==> config.mk <==
export PLATFORM = sky130hd
export DESIGN_NAME = mem_access_unit_flat
export DESIGN_NICKNAME = d
export VERILOG_FILES = /design/src/rtl/mem_access_unit_if.sv /design/src/rtl/mem_access_unit.sv /design/src/flat_wrapper.sv
export SDC_FILE = /design/constraint.sdc
export NUM_CORES = 1
export LEC_CHECK = 0
export ABC_AREA = 0
export CAP_MARGIN = 20
export CELL_PAD_IN_SITES_DETAIL_PLACEMENT = 0
export CELL_PAD_IN_SITES_GLOBAL_PLACEMENT = 2
export CORE_UTILIZATION = 15
export DETAILED_ROUTE_END_ITERATION = 8
export PLACE_DENSITY = 0.78
export SETUP_SLACK_MARGIN = 0.2
export SYNTH_ARGS = -nofsm -noshare
export SYNTH_HDL_FRONTEND = slang
export SYNTH_SLANG_ARGS = --single-unit
==> constraint.sdc <==
create_clock -name clk -period 1.67 [get_ports clk]
set_input_delay 0.167 -clock clk [delete_from_list [all_inputs] [get_ports clk]]
set_output_delay 0.167 -clock clk [all_outputs]
set_load 0.1 [all_outputs]
==> src/rtl/mem_access_unit_if.sv <==
// Bus port bundle between mem_access_unit and the data memory / bus fabric.
// Request: valid/ready plus addr/we/wstrb/wdata. Response: rsp_valid plus rdata.
interface mem_access_unit_if;
   logic        bus_req_valid;
   logic        bus_req_ready;
   logic [31:0] bus_addr;
   logic        bus_we;
   logic [3:0]  bus_wstrb;
   logic [31:0] bus_wdata;
   logic        bus_rsp_valid;
   logic [31:0] bus_rdata;

   modport master (
      output bus_req_valid,
      output bus_addr,
      output bus_we,
      output bus_wstrb,
      output bus_wdata,
      input  bus_req_ready,
      input  bus_rsp_valid,
      input  bus_rdata
   );

   modport slave (
      input  bus_req_valid,
      input  bus_addr,
      input  bus_we,
      input  bus_wstrb,
      input  bus_wdata,
      output bus_req_ready,
      output bus_rsp_valid,
      output bus_rdata
   );
endinterface

==> src/rtl/mem_access_unit.sv <==
// MEM-stage load/store unit: turns the pipeline access into one bus transaction.
// Ports: clk/reset; pipeline MemReadM/MemWriteM/funct3M/ALUResultM/WriteDataM in;
// load_data/stall_mem/misaligned out; bus = master side of mem_access_unit_if.
module mem_access_unit (
   input  logic                     clk,
   input  logic                     reset,
   input  logic                     MemReadM,
   input  logic                     MemWriteM,
   input  logic [2:0]               funct3M,
   input  logic [31:0]              ALUResultM,
   input  logic [31:0]              WriteDataM,
   output logic [31:0]              load_data,
   output logic                     stall_mem,
   output logic                     misaligned,
   mem_access_unit_if.master        bus
);

   typedef enum logic [1:0] {
      IDLE,
      REQ,
      WAIT,
      DONE
   } state_t;

   state_t      state_q, state_d;
   logic [31:0] load_data_q, load_data_d;

   logic        access;
   logic        is_store;
   logic [1:0]  off;
   logic        addr_bad;
   logic [3:0]  strb;
   logic [31:0] wdata;
   logic [31:0] rd_b_sh;
   logic [31:0] rd_h_sh;
   logic [7:0]  rd_b;
   logic [15:0] rd_h;
   logic [31:0] ext;
   logic        req_valid;

   // A store wins when both enables are high.
   assign access   = MemReadM | MemWriteM;
   assign is_store = MemWriteM;
   assign off      = ALUResultM[1:0];

   always_comb begin
      addr_bad = 1'b0;
      unique case (funct3M[1:0])
         2'b01:   addr_bad = off[0];
         2'b10:   addr_bad = |off;
         default: addr_bad = 1'b0;
      endcase
   end

   // Narrow stores replicate data across all lanes; strobes pick the lane.
   always_comb begin
      strb  = 4'b1111;
      wdata = WriteDataM;
      unique case (funct3M)
         3'b000: begin
            strb  = 4'b0001 << off;
            wdata = {4{WriteDataM[7:0]}};
         end
         3'b001: begin
            strb  = off[1] ? 4'b1100 : 4'b0011;
            wdata = {2{WriteDataM[15:0]}};
         end
         default: begin
            strb  = 4'b1111;
            wdata = WriteDataM;
         end
      endcase
   end

   assign rd_b_sh = bus.bus_rdata >> {off, 3'b000};
   assign rd_h_sh = bus.bus_rdata >> {off[1], 4'b0000};
   assign rd_b    = rd_b_sh[7:0];
   assign rd_h    = rd_h_sh[15:0];

   always_comb begin
      ext = bus.bus_rdata;
      unique case (funct3M)
         3'b000:  ext = {{24{rd_b[7]}}, rd_b};
         3'b001:  ext = {{16{rd_h[15]}}, rd_h};
         3'b100:  ext = {24'h000000, rd_b};
         3'b101:  ext = {16'h0000, rd_h};
         default: ext = bus.bus_rdata;
      endcase
   end

   always_comb begin
      state_d     = state_q;
      load_data_d = load_data_q;
      stall_mem   = 1'b0;
      misaligned  = 1'b0;
      req_valid   = 1'b0;
      unique case (state_q)
         IDLE: begin
            if (access) begin
               if (addr_bad) begin
                  misaligned = 1'b1;
               end else begin
                  stall_mem = 1'b1;
                  state_d   = REQ;
               end
            end
         end
         REQ: begin
            req_valid = 1'b1;
            stall_mem = 1'b1;
            if (bus.bus_req_ready) begin
               state_d = is_store ? DONE : WAIT;
            end
         end
         WAIT: begin
            stall_mem = 1'b1;
            if (bus.bus_rsp_valid) begin
               load_data_d = ext;
               state_d     = DONE;
            end
         end
         DONE: begin
            // Pipeline advances at the end of this cycle; never re-issue here.
            state_d = IDLE;
         end
         default: state_d = IDLE;
      endcase
   end

   // Request fields come straight from EX/MEM, which is frozen while stalled.
   assign bus.bus_req_valid = req_valid;
   assign bus.bus_addr      = {ALUResultM[31:2], 2'b00};
   assign bus.bus_we        = req_valid & is_store;
   assign bus.bus_wstrb     = req_valid ? strb : 4'b0000;
   assign bus.bus_wdata     = wdata;
   assign load_data         = load_data_q;

   always_ff @(posedge clk) begin
      if (reset) begin
         state_q     <= IDLE;
         load_data_q <= 32'h0;
      end else begin
         state_q     <= state_d;
         load_data_q <= load_data_d;
      end
   end

endmodule
==> src/flat_wrapper.sv <==
// flat-port wrapper written by rule: the top's interface ports become plain ports
module mem_access_unit_flat 
  (clk, reset, MemReadM, MemWriteM, funct3M, ALUResultM, WriteDataM, load_data, stall_mem, misaligned, bus_bus_req_valid, bus_bus_addr, bus_bus_we, bus_bus_wstrb, bus_bus_wdata, bus_bus_req_ready, bus_bus_rsp_valid, bus_bus_rdata);
  mem_access_unit_if bus_i ();
  input  logic clk;
  input  logic reset;
  input  logic MemReadM;
  input  logic MemWriteM;
  input  logic [2:0] funct3M;
  input  logic [31:0] ALUResultM;
  input  logic [31:0] WriteDataM;
  output logic [31:0] load_data;
  output logic stall_mem;
  output logic misaligned;
  output wire logic [$bits(bus_i.bus_req_valid)-1:0] bus_bus_req_valid;
  output wire logic [$bits(bus_i.bus_addr)-1:0] bus_bus_addr;
  output wire logic [$bits(bus_i.bus_we)-1:0] bus_bus_we;
  output wire logic [$bits(bus_i.bus_wstrb)-1:0] bus_bus_wstrb;
  output wire logic [$bits(bus_i.bus_wdata)-1:0] bus_bus_wdata;
  input wire logic [$bits(bus_i.bus_req_ready)-1:0] bus_bus_req_ready;
  input wire logic [$bits(bus_i.bus_rsp_valid)-1:0] bus_bus_rsp_valid;
  input wire logic [$bits(bus_i.bus_rdata)-1:0] bus_bus_rdata;
  assign bus_bus_req_valid = bus_i.bus_req_valid;
  assign bus_bus_addr = bus_i.bus_addr;
  assign bus_bus_we = bus_i.bus_we;
  assign bus_bus_wstrb = bus_i.bus_wstrb;
  assign bus_bus_wdata = bus_i.bus_wdata;
  assign bus_i.bus_req_ready = bus_bus_req_ready;
  assign bus_i.bus_rsp_valid = bus_bus_rsp_valid;
  assign bus_i.bus_rdata = bus_bus_rdata;
  mem_access_unit u_core (.clk(clk), .reset(reset), .MemReadM(MemReadM), .MemWriteM(MemWriteM), .funct3M(funct3M), .ALUResultM(ALUResultM), .WriteDataM(WriteDataM), .load_data(load_data), .stall_mem(stall_mem), .misaligned(misaligned), .bus(bus_i));
endmodule
==> impl_summary.log <==
INFO  metric finish.net_count = 612
INFO  metric cts.htree.levels = 2
INFO  metric crit-reg2reg-launch = u_core.state_q[0]$_SDFFE_PP0P_
INFO  metric worst_ir_drop_vdd = 0.567 mV
INFO  metric cells_after_synth = 350
INFO  metric yosys_register_bits = 34
INFO  metric setup_total_negative_slack = 0 ns
INFO  metric die_height = 136 um
INFO  metric path_depth_of_the_worst_reg2reg_path = 6
INFO  metric r2r_end = u_core.state_q[0]$_SDFFE_PP0P_
INFO  metric pin_count = 209
INFO  metric grt_max_degree = 38
INFO  metric layout_common_cells = 78 x sky130_fd_sc_hd__buf_12, 65 x sky130_fd_sc_hd__clkdlybuf4s50_1, 45 x sky130_fd_sc_hd__buf_4, 32 x sky130_fd_sc_hd__dfxtp_1, 31 x sky130_fd_sc_hd__nor2_1
INFO  metric numCtsBuffers = 5
INFO  metric use_met3 = 0.0333
INFO  metric timing.critical_path.from = funct3M[0]
INFO  metric cap_violations = 0
INFO  metric setup.reg_to_reg.worst_slack = 0.12 ns
INFO  metric most_common_flop_cell_mapped_by_yosys = sky130_fd_sc_hd__dfxtp_1
INFO  metric hpwlAfterDp = 9450 um
INFO  metric final_period_minus_worst_setup_slack = 1.60 ns
INFO  metric routedWlPerCell = 17.2 um
INFO  metric min-delay-path-class = in2out
INFO  metric worst_setup_path_start_kind = primary input
INFO  metric synth_cell_types = 42
INFO  metric worstPathRequired = 1.50 ns
INFO  metric tritoncts = built
INFO  metric number_of_antenna_violations_at_the_first_check_in_global_routing = 0
INFO  metric vias_in_the_first_global_route = 3320
INFO  metric drt-initial-drc-count = 97
INFO  metric report.final.slew_viol_count = 0
INFO  metric final_common_cell = sky130_fd_sc_hd__buf_12
INFO  metric fillers = 1683
INFO  metric endpoint = bus_bus_wdata[31]
INFO  metric vias = 3190
INFO  metric gp_congestion = 0.787
INFO  metric final_critical_path_setup_slack = 0.0668 ns
INFO  metric final_antenna_net_count = 0
INFO  metric grt_usage = 0.133
INFO  metric fp.dieW = 136 um
INFO  metric rsz0062_at_grt = yes
INFO  metric route.detailed.vias_per_inst = 4.39
INFO  metric yosys_warnings = 0
INFO  metric end_kind = output port
INFO  metric finalWirelength = 12500 um
INFO  metric pwr_density_cell = 1140 mW/mm^2
INFO  metric skew = 0.00322 ns
INFO  metric grt.busiest_layer = met2
INFO  metric synth.yosys.seq_area_share = 0.254
INFO  metric design.die.area = 0.0184 mm^2
INFO  metric setup_viol = 0
INFO  metric placement.io_buffers = 146
INFO  metric flow.area_growth_from_synthesis = 131%
INFO  metric fin_crit_share = 0.960
INFO  metric grtUsageMet2 = 0.234
INFO  metric grt.met1_usage = 0.160
INFO  metric clock_tree.buffer_depth = 2
INFO  metric post_route_cells_drive_above_1_share = 0.514
INFO  metric floorplan.initialDensity = 0.155
INFO  metric cts_hold_repair.buffers = 0
INFO  metric ffs_w_async_s_r_synth = 0
INFO  metric critical_path_peak_fanout = 6
INFO  metric fmax = 624 MHz
INFO  metric synth_edf_count = 0
INFO  metric numClockSinks = 34
INFO  metric clk_latency = 0.27 ns
INFO  metric dpl_worst_slack = -0.492 ns
INFO  metric final-hold-violation-count = 0
INFO  metric grt_overflow_total = 0
INFO  metric placementRows = 48
INFO  metric syn_area = 0.00268 mm^2
INFO  metric clock-root-buffer = sky130_fd_sc_hd__clkbuf_16
INFO  metric syn_avg_cell_area = 7.67 um^2
INFO  metric wire_length_of_the_first_global_routing_pass = 18700 um
INFO  metric detailedRoute.firstPassIterationCount = 4
INFO  metric setup.worst_path.class = in2out
INFO  metric core_area = 0.0174 mm^2
INFO  metric run_status = finished, final reports clean
INFO  metric drc = 0
INFO  metric static_leak = 0.00239 uW
INFO  metric signal_arrival_time_at_the_worst_endpoint = 1.44 ns
## how the worst min path moves through the flow
| stage | slack (ns) | endpoint | cells past startpoint | start |
|---|---|---|---|---|
| CTS | 0.33 | bus_bus_addr[10] | 0 | ALUResultM[10] |
| global placement | 0.33 | bus_bus_addr[10] | 0 | ALUResultM[10] |
| global route | 0.33 | bus_bus_addr[4] | 0 | ALUResultM[4] |
| detailed placement | 0.33 | bus_bus_addr[10] | 0 | ALUResultM[10] |
| floorplan | 0.31 | u_core.load_data[17]$_SDFFE_PP0P_ | 2 | bus_bus_rdata[17] |
| finish | 0.33 | bus_bus_addr[12] | 0 | ALUResultM[12] |
## synthesized netlist by cell type (2+ instances only)
cell / instances / area share
sky130_fd_sc_hd__a211o_1: 5 / 0.016
sky130_fd_sc_hd__a211oi_1: 15 / 0.042
sky130_fd_sc_hd__a211oi_2: 10 / 0.047
sky130_fd_sc_hd__a21oi_1: 15 / 0.028
sky130_fd_sc_hd__a22o_1: 8 / 0.026
sky130_fd_sc_hd__a22oi_1: 8 / 0.022
sky130_fd_sc_hd__a311oi_1: 2 / 0.0065
sky130_fd_sc_hd__a31o_2: 5 / 0.016
sky130_fd_sc_hd__a31oi_1: 2 / 0.0047
sky130_fd_sc_hd__a32oi_1: 5 / 0.016
sky130_fd_sc_hd__and2_1: 4 / 0.0093
sky130_fd_sc_hd__buf_2: 11 / 0.021
sky130_fd_sc_hd__buf_4: 42 / 0.12
sky130_fd_sc_hd__clkbuf_1: 9 / 0.013
sky130_fd_sc_hd__dfxtp_1: 34 / 0.25
sky130_fd_sc_hd__ha_1: 8 / 0.037
sky130_fd_sc_hd__inv_1: 9 / 0.013
sky130_fd_sc_hd__mux2i_1: 4 / 0.015
sky130_fd_sc_hd__nand2_1: 54 / 0.076
sky130_fd_sc_hd__nand2b_1: 5 / 0.012
sky130_fd_sc_hd__nand3b_1: 2 / 0.0056
sky130_fd_sc_hd__nor2_1: 35 / 0.049
sky130_fd_sc_hd__nor3b_1: 6 / 0.017
sky130_fd_sc_hd__o211a_1: 2 / 0.0075
sky130_fd_sc_hd__o211ai_1: 6 / 0.017
sky130_fd_sc_hd__o21ai_0: 25 / 0.047
sky130_fd_sc_hd__o22ai_1: 2 / 0.0047
sky130_fd_sc_hd__o41ai_1: 2 / 0.0065
sky130_fd_sc_hd__or2_2: 2 / 0.0047
## where the power goes
part | internal (uW) | leakage, uW | total, uW | switching, uW
clock | 705 | 0.0000804 | 1090 | 384
sequential | 951 | 0.000277 | 1100 | 153
combinational | 1900 | 0.00203 | 4850 | 2950
## registers in the layout, summed over array words and instances (netlist names)
signal	cells
u_core.load_data	32
u_core.state_q	2
## kinds of logic after synthesis
| family | count (synthesis) | synth area share |
|---|---|---|
| compound gates | 114 | 0.317 |
| simple gates | 114 | 0.188 |
| buf+inv | 73 | 0.176 |
| flops | 34 | 0.254 |
| fa+ha+maj | 8 | 0.0373 |
| mux | 6 | 0.0275 |
| other cells | 1 | 0.00140 |
## stage by stage
| stage | utilization | instance area [um^2] | cells | total power, uW | hold slack (ns) |
|---|---|---|---|---|---|
| floorplan | - | 3250 | 351 | 4260 | 0.307 |
| global placement | 0.323 | 5600 | 697 | 5560 | 0.335 |
| detailed placement | 0.323 | 5600 | 697 | 5590 | 0.335 |
| CTS | 0.348 | 6050 | 717 | 6980 | 0.335 |
| global route | 0.357 | 6200 | 725 | 7310 | 0.334 |
| finish | 0.357 | 6200 | 726 | 7040 | 0.334 |
## critical path, stage by stage
cell and delay, ns:
sky130_fd_sc_hd__buf_6 0.08, sky130_fd_sc_hd__buf_12 0.11, sky130_fd_sc_hd__inv_12 0.03, sky130_fd_sc_hd__ha_4 0.16
sky130_fd_sc_hd__or2_4 0.26, sky130_fd_sc_hd__nand2b_4 0.14, sky130_fd_sc_hd__buf_12 0.15, sky130_fd_sc_hd__nand2_2 0.07
sky130_fd_sc_hd__o21ai_4 0.07, sky130_fd_sc_hd__buf_12 0.19
## repair_timing
item / 4_1_cts / 5_1_grt
endpoints found under the setup margin: 64 / 61
pin swaps: 12 / 7
cloned: 3 / 1
setup buffers: 9 / 7
gates resized for setup: 59 / 22
## cell type report
type | instances | area, um^2 | area share
Tap cell | 225 | 282 | 0.0454
Multi-Input combinational cell | 245 | 2230 | 0.359
Clock buffer | 5 | 125 | 0.0202
Antenna cell | 1 | 2.50 | 0.000404
Clock inverter | 3 | 43.8 | 0.00706
Inverter | 9 | 73.8 | 0.0119
Sequential cell | 34 | 688 | 0.111
Timing Repair Buffer | 204 | 2760 | 0.445
## metal layers
| metal | vias to the layer above | wire length, um |
|---|---|---|
| li1 | 1513 | - |
| met1 | 1536 | 5040 |
| met2 | 129 | 6340 |
| met3 | 12 | 999 |
| met4 | 0 | 121 |
| met5 | - | 0 |
No activity file was read; power rests on OpenSTA's default activity.
